$ cat config.mk
export PLATFORM = sky130hd
export DESIGN_NAME = dpu_host_seq
export DESIGN_NICKNAME = d
export VERILOG_FILES = /design/src/rtl/dpu_host_pkg.sv /design/src/rtl/dpu_host_cmd_fifo.sv /design/src/rtl/dpu_host_seq.sv
export SDC_FILE = /design/constraint.sdc
export NUM_CORES = 1
export LEC_CHECK = 0
export CELL_PAD_IN_SITES_DETAIL_PLACEMENT = 1
export CELL_PAD_IN_SITES_GLOBAL_PLACEMENT = 2
export CORE_MARGIN = 2
export CORE_UTILIZATION = 28
export CTS_CLUSTER_SIZE = 12
export DETAILED_ROUTE_END_ITERATION = 10
export PLACE_DENSITY = 0.66
export SLEW_MARGIN = 0
export SYNTH_ARGS = -nofsm -noshare
export SYNTH_HDL_FRONTEND = slang
export SYNTH_SLANG_ARGS = --single-unit
$ cat constraint.sdc
create_clock -name clk -period 7.1 [get_ports clk]
set_input_delay 1.065 -clock clk [delete_from_list [all_inputs] [get_ports clk]]
set_output_delay 1.065 -clock clk [all_outputs]
set_load 0.01 [all_outputs]
$ cat src/rtl/dpu_host_pkg.sv
// Shared types and core io_opcode table for the DPU host sequencer.
package dpu_host_pkg;

    typedef enum logic [2:0] {
        OP_NOP  = 3'd0,
        OP_CFG  = 3'd1,
        OP_DATA = 3'd2,
        OP_PROG = 3'd3,
        OP_EXEC = 3'd4,
        OP_READ = 3'd5
    } cmd_op_e;

    localparam logic [3:0] IO_NOP  = 4'h0;
    localparam logic [3:0] IO_CFG  = 4'h1;
    localparam logic [3:0] IO_DATA = 4'h2;
    localparam logic [3:0] IO_PROG = 4'h3;

    typedef enum logic [2:0] {
        IDLE,
        LOAD,
        START,
        RUN,
        DRAIN
    } state_e;

    function automatic logic [3:0] op_io_opcode(input logic [2:0] op);
        case (op)
            OP_CFG:  return IO_CFG;
            OP_DATA: return IO_DATA;
            OP_PROG: return IO_PROG;
            default: return IO_NOP;
        endcase
    endfunction

endpackage

$ cat src/rtl/dpu_host_cmd_fifo.sv
// Synchronous command FIFO (DEPTH power of 2); extra pointer bit separates full from empty.
module dpu_host_cmd_fifo #(
    parameter int WIDTH = 8,
    parameter int DEPTH = 8
) (
    input  logic             clk,
    input  logic             rst,
    input  logic             i_push,
    input  logic [WIDTH-1:0] i_wdata,
    input  logic             i_pop,
    output logic [WIDTH-1:0] o_rdata,
    output logic             o_full,
    output logic             o_empty
);

    localparam int AW = $clog2(DEPTH);

    logic [WIDTH-1:0] r_mem [DEPTH];
    logic [AW:0]      r_wr_ptr;
    logic [AW:0]      r_rd_ptr;
    logic             w_do_push;
    logic             w_do_pop;

    assign o_empty   = (r_wr_ptr == r_rd_ptr);
    assign o_full    = (r_wr_ptr[AW] != r_rd_ptr[AW]) && (r_wr_ptr[AW-1:0] == r_rd_ptr[AW-1:0]);
    assign w_do_push = i_push && !o_full;
    assign w_do_pop  = i_pop && !o_empty;
    assign o_rdata   = r_mem[r_rd_ptr[AW-1:0]];

    always_ff @(posedge clk) begin
        if (!rst) begin
            r_wr_ptr <= '0;
            r_rd_ptr <= '0;
        end else begin
            if (w_do_push) r_wr_ptr <= r_wr_ptr + (AW+1)'(1);
            if (w_do_pop)  r_rd_ptr <= r_rd_ptr + (AW+1)'(1);
        end
    end

    always_ff @(posedge clk) begin
        if (w_do_push) r_mem[r_wr_ptr[AW-1:0]] <= i_wdata;
    end

endmodule

$ cat src/rtl/dpu_host_seq.sv
// Host-side sequencer driving N_CORES DPU cores from a queued command stream.
// Optional execution timeout: define DPU_HOST_TIMEOUT_EN.
module dpu_host_seq
    import dpu_host_pkg::*;
#(
    parameter int N_CORES    = 4,
    parameter int DATA_W     = 32,
    parameter int OPC_W      = 4,
    parameter int FIFO_DEPTH = 8,
    parameter int TMO_W      = 20,
    localparam int CORE_W    = (N_CORES > 1) ? $clog2(N_CORES) : 1
) (
    input  logic                      clk,
    input  logic                      rst,
    input  logic                      cmd_valid,
    output logic                      cmd_ready,
    input  logic [2:0]                cmd_op,
    input  logic [N_CORES-1:0]        cmd_mask,
    input  logic [DATA_W-1:0]         cmd_data,
    output logic                      res_valid,
    input  logic                      res_ready,
    output logic [DATA_W-1:0]         res_data,
    output logic [CORE_W-1:0]         res_core,
    output logic                      status_err,
    output logic [N_CORES*DATA_W-1:0] core_in,
    output logic [N_CORES*OPC_W-1:0]  core_io_opcode,
    output logic [N_CORES-1:0]        core_reset_exec,
    output logic [N_CORES-1:0]        core_enable_exec,
    input  logic [N_CORES-1:0]        core_done_exec,
    input  logic [N_CORES*DATA_W-1:0] core_out
);

    localparam int CMD_W = 3 + N_CORES + DATA_W;

    state_e              r_state, w_next;
    logic [N_CORES-1:0]  r_mask, r_done_seen, r_remaining;
    logic [DATA_W-1:0]   r_data, r_res_data;
    logic [OPC_W-1:0]    r_ld_opc;
    logic [CORE_W-1:0]   r_res_core;

    logic                w_fifo_full, w_fifo_empty, w_pop;
    logic [CMD_W-1:0]    w_head;
    logic [2:0]          w_head_op;
    logic [N_CORES-1:0]  w_head_mask;
    logic [DATA_W-1:0]   w_head_data;
    logic                w_done_all, w_found;
    logic [N_CORES-1:0]  w_pick_src, w_pick_bit;
    logic [CORE_W-1:0]   w_pick_idx;
    logic [DATA_W-1:0]   w_pick_data;

`ifdef DPU_HOST_TIMEOUT_EN
    logic [TMO_W-1:0]    r_tmo;
    logic                r_err;
    logic                w_tmo_last;
    assign w_tmo_last = (r_tmo == TMO_W'(1));
    assign status_err = r_err;
`else
    logic [TMO_W-1:0]    w_tmo_unused;
    assign w_tmo_unused = '0;
    assign status_err   = 1'b0;
`endif

    dpu_host_cmd_fifo #(
        .WIDTH (CMD_W),
        .DEPTH (FIFO_DEPTH)
    ) u_fifo (
        .clk     (clk),
        .rst     (rst),
        .i_push  (cmd_valid),
        .i_wdata ({cmd_op, cmd_mask, cmd_data}),
        .i_pop   (w_pop),
        .o_rdata (w_head),
        .o_full  (w_fifo_full),
        .o_empty (w_fifo_empty)
    );

    assign cmd_ready = !w_fifo_full;
    assign {w_head_op, w_head_mask, w_head_data} = w_head;

    // Lowest-index selector: picks the first core of a fresh READ in IDLE, the next one in DRAIN.
    always_comb begin
        w_pick_src  = (r_state == DRAIN) ? r_remaining : w_head_mask;
        w_pick_idx  = '0;
        w_pick_bit  = '0;
        w_pick_data = '0;
        w_found     = 1'b0;
        for (int unsigned i = 0; i < N_CORES; i++) begin
            if (w_pick_src[i] && !w_found) begin
                w_found     = 1'b1;
                w_pick_idx  = CORE_W'(i);
                w_pick_bit[i] = 1'b1;
                w_pick_data = core_out[i*DATA_W +: DATA_W];
            end
        end
    end

    always_comb begin
        w_next     = r_state;
        w_pop      = 1'b0;
        w_done_all = ((r_done_seen | core_done_exec) & r_mask) == r_mask;
        case (r_state)
            IDLE: begin
                if (!w_fifo_empty) begin
                    w_pop = 1'b1;
                    if (w_head_mask != '0) begin
                        case (w_head_op)
                            OP_CFG, OP_DATA, OP_PROG: w_next = LOAD;
                            OP_EXEC:                  w_next = START;
                            OP_READ:                  w_next = DRAIN;
                            default:                  w_next = IDLE;
                        endcase
                    end
                end
            end
            LOAD:  w_next = IDLE;
            START: w_next = RUN;
            RUN: begin
                if (w_done_all) w_next = IDLE;
`ifdef DPU_HOST_TIMEOUT_EN
                else if (w_tmo_last) w_next = IDLE;
`endif
            end
            DRAIN: if (res_ready && r_remaining == '0) w_next = IDLE;
            default: w_next = IDLE;
        endcase
    end

    always_comb begin
        core_in        = '0;
        core_io_opcode = {N_CORES{OPC_W'(IO_NOP)}};
        for (int unsigned i = 0; i < N_CORES; i++) begin
            if (r_state == LOAD && r_mask[i]) begin
                core_in[i*DATA_W +: DATA_W]      = r_data;
                core_io_opcode[i*OPC_W +: OPC_W] = r_ld_opc;
            end
        end
    end

    assign core_reset_exec  = (r_state == START) ? r_mask : '0;
    assign core_enable_exec = (r_state == RUN)   ? r_mask : '0;
    assign res_valid        = (r_state == DRAIN);
    assign res_data         = r_res_data;
    assign res_core         = r_res_core;

    always_ff @(posedge clk) begin
        if (!rst) begin
            r_state     <= IDLE;
            r_mask      <= '0;
            r_data      <= '0;
            r_ld_opc    <= '0;
            r_done_seen <= '0;
            r_remaining <= '0;
            r_res_data  <= '0;
            r_res_core  <= '0;
        end else begin
            r_state <= w_next;
            case (r_state)
                IDLE: if (w_pop) begin
                    r_mask      <= w_head_mask;
                    r_data      <= w_head_data;
                    r_ld_opc    <= OPC_W'(op_io_opcode(w_head_op));
                    r_res_data  <= w_pick_data;
                    r_res_core  <= w_pick_idx;
                    r_remaining <= w_pick_src & ~w_pick_bit;
                end
                START: r_done_seen <= '0;
                RUN:   r_done_seen <= r_done_seen | (core_done_exec & r_mask);
                DRAIN: if (res_ready && r_remaining != '0) begin
                    r_res_data  <= w_pick_data;
                    r_res_core  <= w_pick_idx;
                    r_remaining <= w_pick_src & ~w_pick_bit;
                end
                default: ;
            endcase
        end
    end

`ifdef DPU_HOST_TIMEOUT_EN
    always_ff @(posedge clk) begin
        if (!rst) begin
            r_tmo <= '0;
            r_err <= 1'b0;
        end else if (r_state == START) begin
            r_tmo <= '1;
        end else if (r_state == RUN) begin
            r_tmo <= r_tmo - TMO_W'(1);
            if (!w_done_all && w_tmo_last) r_err <= 1'b1;
        end
    end
`endif

endmodule

==> results.json <==
{
  "tns_ns": 0,
  "synth_top_family_by_area": "multiplexers",
  "grt_overflow": 0,
  "synth_warnings": 0,
  "wl_per_cell_um": 23.4,
  "ctsRootBufferMaster": "clkbuf_16",
  "fmax_mhz": 253,
  "postCtsHoldBufs": 0,
  "synthSimpleGateAreaFrac": 0.112,
  "die-area_um2": 63000,
  "hp-class": "reg -> reg",
  "htree_levels": 2,
  "num_rows": 90,
  "synthFlopType": "edfxtp_1",
  "layout_common_cells": "353 x clkdlybuf4s50_1, 312 x edfxtp_1, 149 x and2_1, 90 x dfxtp_1, 87 x nand2_1",
  "path_clk_slew_ns": 0.06,
  "max_cap_viol_count": 0,
  "period_needed_ns": 3.95,
  "yosys.area.top_type": "edfxtp_1",
  "drtIter0Drc": 577,
  "synth_edf_count": 312,
  "synth.distinct_cells": 54,
  "area_growth_pct": 34.4,
  "drive_gt1_frac": 0.123,
  "p_per_area_nw_per_um2": 322,
  "final_common_cell": "clkdlybuf4s50_1",
  "start_util": 0.283,
  "io_buffers": 354,
  "synthTopCellsByArea": "edfxtp_1 55%, dfxtp_1 11%, mux4_2 9.6%, and2_1 5.4%, mux2i_1 2.7%",
  "synth-xor-area-share": 0.00564,
  "cp.arrival_ns": 2.88,
  "tightest_slew_ns": 1.11,
  "chipWidth_um": 251,
  "dp_slack_ns": 3.32,
  "async_flop_share": 0,
  "rsz0062_at_grt": "no",
  "cts.sinks": 405,
  "ios": 364,
  "die_height_um": 251,
  "postCtsResizedCells": 0,
  "status": "complete, no violations",
  "netlist_instances": 1136,
  "dp_hpwl_um": 34100,
  "clock_latency_ns": 0.60,
  "setup_viol": 0,
  "p_leak_uw": 0.00778,
  "post-route-util": 0.380,
  "crit_type": "reg -> out",
  "whs_ns": 0.452,
  "critPathLaunchType": "flip-flop",
  "vias": 11200,
  "min_period_over_period": 0.556,
  "route.detailed.drc": 0,
  "ys_seq_elements": 405,
  "cts_buffers": 46,
  "ys_seq_area_frac": 0.657,
  "nNetsFinal": 1652,
  "gp_congestion": 0.767,
  "cts_tree": "yes",
  "critPathCaptureType": "output port",
  "track_usage": 0.169,
  "fin_ws_ns": 3.15,
  "worst-path-max-fanout": 34,
  "grt_start_max_net_pins": 71,
  "synth_compound_area_frac": 0.0703,
  "slew_violations": 0,
  "ant_nets": 0,
  "cp.required_ns": 6.03,
  "firstDrtPassIters": 4,
  "yosys.area_share.adder": 0.00146,
  "synthMuxAreaShare": 0.128,
  "core_region_area_um2": 60400,
  "grt_first_pass_wirelength_um": 80100,
  "antenna_found_initial": 9,
  "routed_via_density": 4.86,
  "clk_path_buf_depth": 3,
  "synth_top_cell_area_share": 0.548,
  "relSlewSlack": 0.245,
  "post_cts_buffers": 0,
  "n_fill_cell": 6238,
  "grt_pass1_vias": 11900,
  "drt-total-wl_um": 53700,
  "final.setup_skew_ns": 0.0225,
  "synth_area_um2": 17100,
  "ir_drop_uv": 282,
  "avgSynthCellArea_um2": 15.0,
  "hold_viol_final": 0
}
## cell usage after synthesis, types with 4 or more instances
cell type / number
nor3_1: 7
a311oi_1: 31
and2_1: 148
nand4_1: 5
o211a_1: 32
buf_1: 9
xnor2_1: 7
dfxtp_1: 93
nor2_1: 47
buf_4: 9
nor2b_1: 10
a221o_1: 31
and3_1: 8
mux2i_1: 46
a21oi_1: 7
buf_2: 4
o21ai_0: 4
mux2_2: 5
xor2_1: 4
buf_8: 4
a22oi_1: 5
nand2b_1: 4
mux4_2: 73
nand3_1: 38
clkbuf_1: 61
a21boi_0: 9
edfxtp_1: 312
nand2_1: 87
## flip-flops by register name, summed over array words and instances (netlist names), named ones only
| signal | flops |
|---|---|
| r_ld_opc | 2 |
| u_fifo.r_rd_ptr | 4 |
| r_state | 3 |
| res_data | 32 |
| res_core | 2 |
| u_fifo.r_mem | 312 |
| u_fifo.r_wr_ptr | 4 |
| r_done_seen | 4 |
| r_remaining | 3 |
| r_mask | 4 |
| r_data | 32 |
## cell families after synthesis
kind of cell | after synthesis
muxes | 126
and+or+nand+nor | 365
adders and majority gates | 2
AOI/OAI and AO/OA | 136
other | 1
buffers and inverters | 90
DFF | 405
xor gates and xnor gates | 11
## worst max-delay path, cell delays in order, from the launching register on
cell	delay [ns]
dfxtp_1	0.41
nor2_1	0.22
and3_2	0.82
and2_1	0.28
clkdlybuf4s50_1	0.55
## per-layer routing
layer	global-route usage	routed length [um]	vias to the layer above
met4	0.0378	911	8
met1	0.225	24000	5743
li1	-	-	5032
met5	0	44	-
met2	0.277	25300	320
met3	0.0447	3420	64
## per-stage QoR
stage / instance area, um2 / total power [uW] / instances
3_3_place_gp: 21400 / 5090 / 2209
2_1_floorplan: 17100 / 4310 / 1144
3_5_place_dp: 21400 / 5120 / 2209
4_1_cts: 23000 / 7510 / 2295
6_report: 23000 / 7390 / 2297
5_1_grt: 23000 / 7780 / 2296
## power by group
part,switching (uW),internal (uW)
clock network,991,1360
logic,1120,883
registers,258,2770
total,2370,5020
## final cells by class
type	instances	area, um2	share of cell area
sequential	405	11200	0.489
multi-input combinational	649	5560	0.242
timing repair buffer	371	3670	0.160
clock buffer	65	1260	0.0550
tap	782	978	0.0426
clock inverter	21	249	0.0108
inverter	2	7.51	0.000327
antenna	2	5.00	0.000218
## path summary, 6_finish.rpt
check,start,to,slack [ns],cells after the start
setup / recovery,r_state[1],core_io_opcode[4],3.15,4
hold / removal,res_data[30],res_data[30],0.45,2
setup reg to reg,flip-flop,res_data[18],3.39,8
hold reg to reg,res_data[30],res_data[30],0.45,2
Power figures use the tool's default switching activity.
